### config.mk
export PLATFORM = sky130hd
export DESIGN_NAME = seq_scan_ctrl
export DESIGN_NICKNAME = d
export VERILOG_FILES = /design/src/rtl/seq_scan_ctrl.sv
export SDC_FILE = /design/constraint.sdc
export NUM_CORES = 1
export LEC_CHECK = 0
export ABC_AREA = 1
export CORE_UTILIZATION = 45
export DETAILED_ROUTE_END_ITERATION = 7
export PLACE_DENSITY_LB_ADDON = 0.1
export SYNTH_ARGS = -nofsm -noshare
export SYNTH_HDL_FRONTEND = slang
export SYNTH_SLANG_ARGS = --single-unit
### constraint.sdc
create_clock -name clk -period 1.45 [get_ports clk]
set_input_delay 0.145 -clock clk [delete_from_list [all_inputs] [get_ports clk]]
set_output_delay 0.145 -clock clk [all_outputs]
set_load 0.02 [all_outputs]
### src/rtl/seq_scan_ctrl.sv
`default_nettype none
// ============================================================================
// Module      : seq_scan_ctrl
// Description : Word-level controller around a bit-serial "1000" Moore
//               sequence detector. Accepts W-bit words over valid/ready,
//               shifts each word MSB-first through the detector, counts
//               pattern completions and returns the count over valid/ready.
// Ports       : clk, clr (sync, active-low)
//               in_data/in_valid/in_ready    - parallel word input
//               ser_bit/ser_en               - serial trace of the scan
//               det_out                      - detector in match state
//               hit_cnt/out_valid/out_ready  - per-word result
//               hit_pos/pos_valid            - first-match index (optional)
//               busy                         - scanning or result pending
// Options     : define SEQ_SCAN_HIT_POS_EN to add hit_pos/pos_valid.
// Revision    : 1.0 - initial release
// ============================================================================
module seq_scan_ctrl #(
  parameter int W     = 8,
  parameter int CNT_W = 4
) (
  input  logic               clk,
  input  logic               clr,
  input  logic [W-1:0]       in_data,
  input  logic               in_valid,
  output logic               in_ready,
  output logic               ser_bit,
  output logic               ser_en,
  output logic               det_out,
  output logic [CNT_W-1:0]   hit_cnt,
  output logic               out_valid,
  input  logic               out_ready,
`ifdef SEQ_SCAN_HIT_POS_EN
  output logic [$clog2(W)-1:0] hit_pos,
  output logic               pos_valid,
`endif
  output logic               busy
);

  localparam int              IW       = $clog2(W);
  localparam logic [IW-1:0]   LAST_IDX = IW'(W - 1);
  localparam logic [CNT_W-1:0] CNT_MAX = '1;

  typedef enum logic [1:0] {
    ST_IDLE  = 2'd0,
    ST_SHIFT = 2'd1,
    ST_DONE  = 2'd2
  } ctrl_e;

  typedef enum logic [2:0] {
    D_S0 = 3'd0,
    D_S1 = 3'd1,
    D_S2 = 3'd2,
    D_S3 = 3'd3,
    D_S4 = 3'd4
  } det_e;

  ctrl_e            state_q, state_d;
  det_e             det_q, det_d;
  det_e             det_nxt;
  logic [W-1:0]     shreg_q, shreg_d;
  logic [IW-1:0]    idx_q, idx_d;
  logic [CNT_W-1:0] cnt_q, cnt_d;
  logic             hit;
`ifdef SEQ_SCAN_HIT_POS_EN
  logic [IW-1:0]    pos_q, pos_d;
`endif

  always_comb begin
    // Outputs decoded from registered state only
    in_ready  = (state_q == ST_IDLE);
    out_valid = (state_q == ST_DONE);
    busy      = (state_q == ST_SHIFT) || (state_q == ST_DONE);
    ser_en    = (state_q == ST_SHIFT);
    // The word is shifted left, so the MSB side always holds the current bit
    ser_bit   = (state_q == ST_SHIFT) && shreg_q[W-1];
    det_out   = (det_q == D_S4);
    hit_cnt   = cnt_q;

    // Detector transition for the bit presented this cycle
    det_nxt = D_S0;
    case (det_q)
      D_S0:    det_nxt = ser_bit ? D_S1 : D_S0;
      D_S1:    det_nxt = ser_bit ? D_S1 : D_S2;
      D_S2:    det_nxt = ser_bit ? D_S1 : D_S3;
      D_S3:    det_nxt = ser_bit ? D_S1 : D_S4;
      D_S4:    det_nxt = ser_bit ? D_S1 : D_S0;
      default: det_nxt = D_S0;
    endcase
    // S4 is never re-entered from itself, so entering it marks one completion
    hit = (state_q == ST_SHIFT) && (det_nxt == D_S4);

    state_d = state_q;
    det_d   = det_q;
    shreg_d = shreg_q;
    idx_d   = idx_q;
    cnt_d   = cnt_q;
`ifdef SEQ_SCAN_HIT_POS_EN
    pos_d   = pos_q;
`endif

    case (state_q)
      ST_IDLE: begin
        if (in_valid) begin
          shreg_d = in_data;
          idx_d   = '0;
          det_d   = D_S0;
          cnt_d   = '0;
`ifdef SEQ_SCAN_HIT_POS_EN
          pos_d   = '0;
`endif
          state_d = ST_SHIFT;
        end
      end
      ST_SHIFT: begin
        shreg_d = shreg_q << 1;
        det_d   = det_nxt;
        idx_d   = idx_q + 1'b1;
        if (hit) begin
          if (cnt_q != CNT_MAX) begin
            cnt_d = cnt_q + 1'b1;
          end
`ifdef SEQ_SCAN_HIT_POS_EN
          // Only the first completion in the word records its position
          if (cnt_q == '0) begin
            pos_d = idx_q;
          end
`endif
        end
        if (idx_q == LAST_IDX) begin
          state_d = ST_DONE;
        end
      end
      ST_DONE: begin
        // Detector holds its final state until the next accept
        if (out_ready) begin
          state_d = ST_IDLE;
        end
      end
      default: state_d = ST_IDLE;
    endcase
  end

  always_ff @(posedge clk) begin
    if (!clr) begin
      state_q <= ST_IDLE;
      det_q   <= D_S0;
      shreg_q <= '0;
      idx_q   <= '0;
      cnt_q   <= '0;
`ifdef SEQ_SCAN_HIT_POS_EN
      pos_q   <= '0;
`endif
    end else begin
      state_q <= state_d;
      det_q   <= det_d;
      shreg_q <= shreg_d;
      idx_q   <= idx_d;
      cnt_q   <= cnt_d;
`ifdef SEQ_SCAN_HIT_POS_EN
      pos_q   <= pos_d;
`endif
    end
  end

`ifdef SEQ_SCAN_HIT_POS_EN
  assign hit_pos   = pos_q;
  assign pos_valid = (cnt_q != '0);
`endif

endmodule
`default_nettype wire

==> summary.md <==
| Metric | Value |
|---|---|
| Tcrit/Tclk final | 99.9% |
| CTS tree | built |
| Max VDD drop | 1.67 mV |
| Synth Area in Simple Gates | 24.3% |
| Final core occ | 70.5% |
| Reg2reg end | shreg_q[6] |
| Final ANT Viol Nets | 0 |
| Leak | 0.692 nW |
| Starting Density | 48.1% |
| Total GRT Usage | 21.3% |
| Post-synthesis adder-cell area fraction | 8.23% |
| Class of the worst hold path | input port to flop |
| Register area share after synthesis | 37.6% |
| Largest net degree at the start of global routing | 13 |
| Crit. End Element | flop |
| Post-synthesis net count | 156 |
| Final setup fails | 0 |
| Status | finished, final reports clean |
| Synth Instances | 137 |
| Max cap viols | 0 |
| Vias | 1051 |
| Slowest cell on the critical path | dfxtp_2 |
| Yosys warning count | 0 |
| Bufs on Longest Clock Path | 2 |
| RSZ-0062 raised after global routing | yes |
| Share of layout cells above drive strength 1 | 32.4% |
| Chip height | 50.6 um |
| Rows | 17 |
| Final setup skew | 5.89 ps |
| Hold path depth | 3 |
| N_diodes | 0 |
| Mapped cell area | 1060 um2 |
| Routed WL | 2440 um |
| Die X | 50.6 um |
| Fin. Hold Viols | 0 |
| Final Slew Violations | 0 |
| Clk network pwr share | 13.0% |
| Net Switching | 1.45 mW |
| CP Data Required Time | 1650 ps |
| CP Launch Type | flop |
| Routed WL per cell | 11.8 um |
| Tmin final | 1450 ps |
| Slew @ Worst Pin | 306 ps |
| H-tree levels | 1 |
| Hold Path End | shreg_q[2] |
| Area growth from synthesis to layout | 46.4% |
| CTS Sinks | 20 |
| Fill count | 189 |
| Hold Startpoint | in_data[2] |
| Compound-Gate Fraction of Synth Area | 18.6% |
| Half-perimeter wire length after detailed placement | 1780 um |
| Count of cell types in the netlist | 25 |
| Final setup margin | 1.33 ps |
| Share of power burned in registers | 25.4% |
| Clk Tree Root Cell | clkbuf_4 |
| DR iter-0 viols | 11 |
| Initial antenna violation count | 0 |
| Clock Pin Slew Worst Setup and Hold Paths | 120 ps |
| Later-pin clock latency in the skew report | 300 ps |
| Core area | 2210 um2 |
| First-pass GRT wire length | 4170 um |
| Crit path kind | flop to flop |
| Mux cell area share after synthesis | 0% |
| Grt total ovfl | 0 |
| Hold slack | 405 ps |
| Highest net fanout along the worst path | 8 |
| R2R setup slack | 1 ps |
| Post-cts hold buffer count | 0 |
| Post-synthesis register bit count | 20 |
| Final GP Congestion | 0.827 |
| Final #Nets | 199 |
| Commonest non-fill, non-tap cells in the layout | nand2_1, dfxtp_1, buf_4 |
| Total die area | 2560 um2 |
| FF-to-FF path depth | 8 |
| Switch share | 41.1% |
| Slew margin rel. | 79.6% |
| Post-synthesis xor/xnor area fraction | 0.823% |
| DRT Pass-1 Iters | 4 |
| Max Clk Rate | 690 MHz |
| Worst path cell trace | inv_4 -> ha_4 -> buf_6 -> o21ai_4 -> clkinv_4 -> buf_4 -> o21ai_2 -> a31oi_1 |
| Largest family of logic cells by synthesized area | simple AND/OR/NAND/NOR gates |
| P_int | 2.09 mW |
| Vias in the first global route | 998 |
| Vias per Instance | 5.08 |
| Commonest non-fill, non-tap cell in the layout | nand2_1 |
| Port Buffers | 21 |
| Combinational fraction of design power | 61.7% |
| Critical path arrival | 1650 ps |
| Total CTS buffers | 3 |
| DRC viols | 0 |
| IO Count | 22 |
| Worst stage delay on the critical path | 370 ps |
| Synthesized area per cell | 7.77 um2 |
| Power Total | 3.54 mW |
| Reg-to-reg startpoint | state_q[1] |
| Power density cells | 2270 nW/um2 |
| Dpl ws | -45.3 ps |
## how the worst max path moves through the flow
stage / from / slack [ps] / depth (start not counted) / endpoint
floorplan: state_q[1] / 70 / 8 / shreg_q[1]
global placement: state_q[1] / -20 / 5 / ser_bit
detailed placement: state_q[1] / -50 / 5 / ser_bit
CTS: state_q[1] / 0.06 / 8 / shreg_q[5]
global route: state_q[1] / -70 / 8 / shreg_q[5]
finish: state_q[1] / 1 / 8 / shreg_q[6]
## synth_stat cells
cell	n	area share, %
dfxtp_1	20	38
a31oi_1	7	4.1
ha_1	7	8.2
clkbuf_8	1	1.3
nor2_4	1	1.1
nand3_1	8	3.8
o21ai_0	4	1.9
nand2_1	31	11
nand3_2	1	0.94
nand2_2	2	1.2
inv_4	1	0.59
clkinv_2	1	0.47
a21oi_1	11	5.2
buf_8	1	1.4
xnor2_1	1	0.82
or2_2	1	0.59
o211ai_2	1	1.2
clkbuf_1	1	0.35
nor2_1	9	3.2
o21ai_1	8	3.8
inv_1	12	4.2
o21ai_2	3	2.5
nand2_4	2	2.1
nand4_1	1	0.59
buf_6	2	2.1
## kinds of logic (layout without fill, tap and decap cells)
logic type / after synthesis / count (layout)
and+or+nand+nor: 56 / 56
AOI/OAI and AO/OA: 34 / 34
DFF: 20 / 20
buffers and inverters: 19 / 61
adders and majority gates: 7 / 7
xor gates and xnor gates: 1 / 1
## critical path, delay by kind of cell, from the launching register on
kind	cells	cell delay [ps]
AOI/OAI and AO/OA	3	330
adders and majority gates	1	160
buffers and inverters	4	490
DFF	1	370
## power by group through the flow
stage	clock network (mW)	logic [mW]	registers [mW]
detailed placement	0	1.85	0.864
floorplan	0	1.24	0.865
global placement	0	1.81	0.853
global route	0.493	2.39	0.923
finish	0.459	2.18	0.897
CTS	0.466	1.80	0.856
## layer usage
layer / vias to the layer above / wire length, um / share of wire (%) / global-route usage (%)
met5: - / 0 / 0 / 0
li1: 542 / - / - / -
met1: 489 / 1120 / 46 / 24.4
met3: 2 / 67 / 2.7 / 2.73
met2: 18 / 1240 / 51 / 40.2
met4: 0 / 17 / 0.70 / 6.94
## timing repair
item	in CTS	in global routing
resized for setup	26	18
gates cloned	0	1
setup endpoints to repair	15	19
pin swaps	0	3
buffers inserted	0	4
## metrics by stage
step,instance area [um2],instances,setup TNS (ps)
final,1560,207,0
after detailed placement,1410,198,-78.5
after floorplan,1080,137,0
after global placement,1410,198,-22.7
after global routing,1560,207,-531
after CTS,1440,202,0
## flip-flops by register name (all words and copies together) (netlist names)
signal,flops
idx_q,3
state_q,2
shreg_q,8
hit_cnt,4
det_q,3
## cell type report
type	count	area (um2)	share of cell area [%]
multi-input cells	98	616	39.5
flip-flops and latches	20	405	26.0
repair buffers	43	388	24.9
inverters	14	62.6	4.01
well taps	28	35.0	2.25
clock inverters	1	30.0	1.93
clock buffers	3	22.5	1.44
No activity file was read; power rests on OpenSTA's default activity.
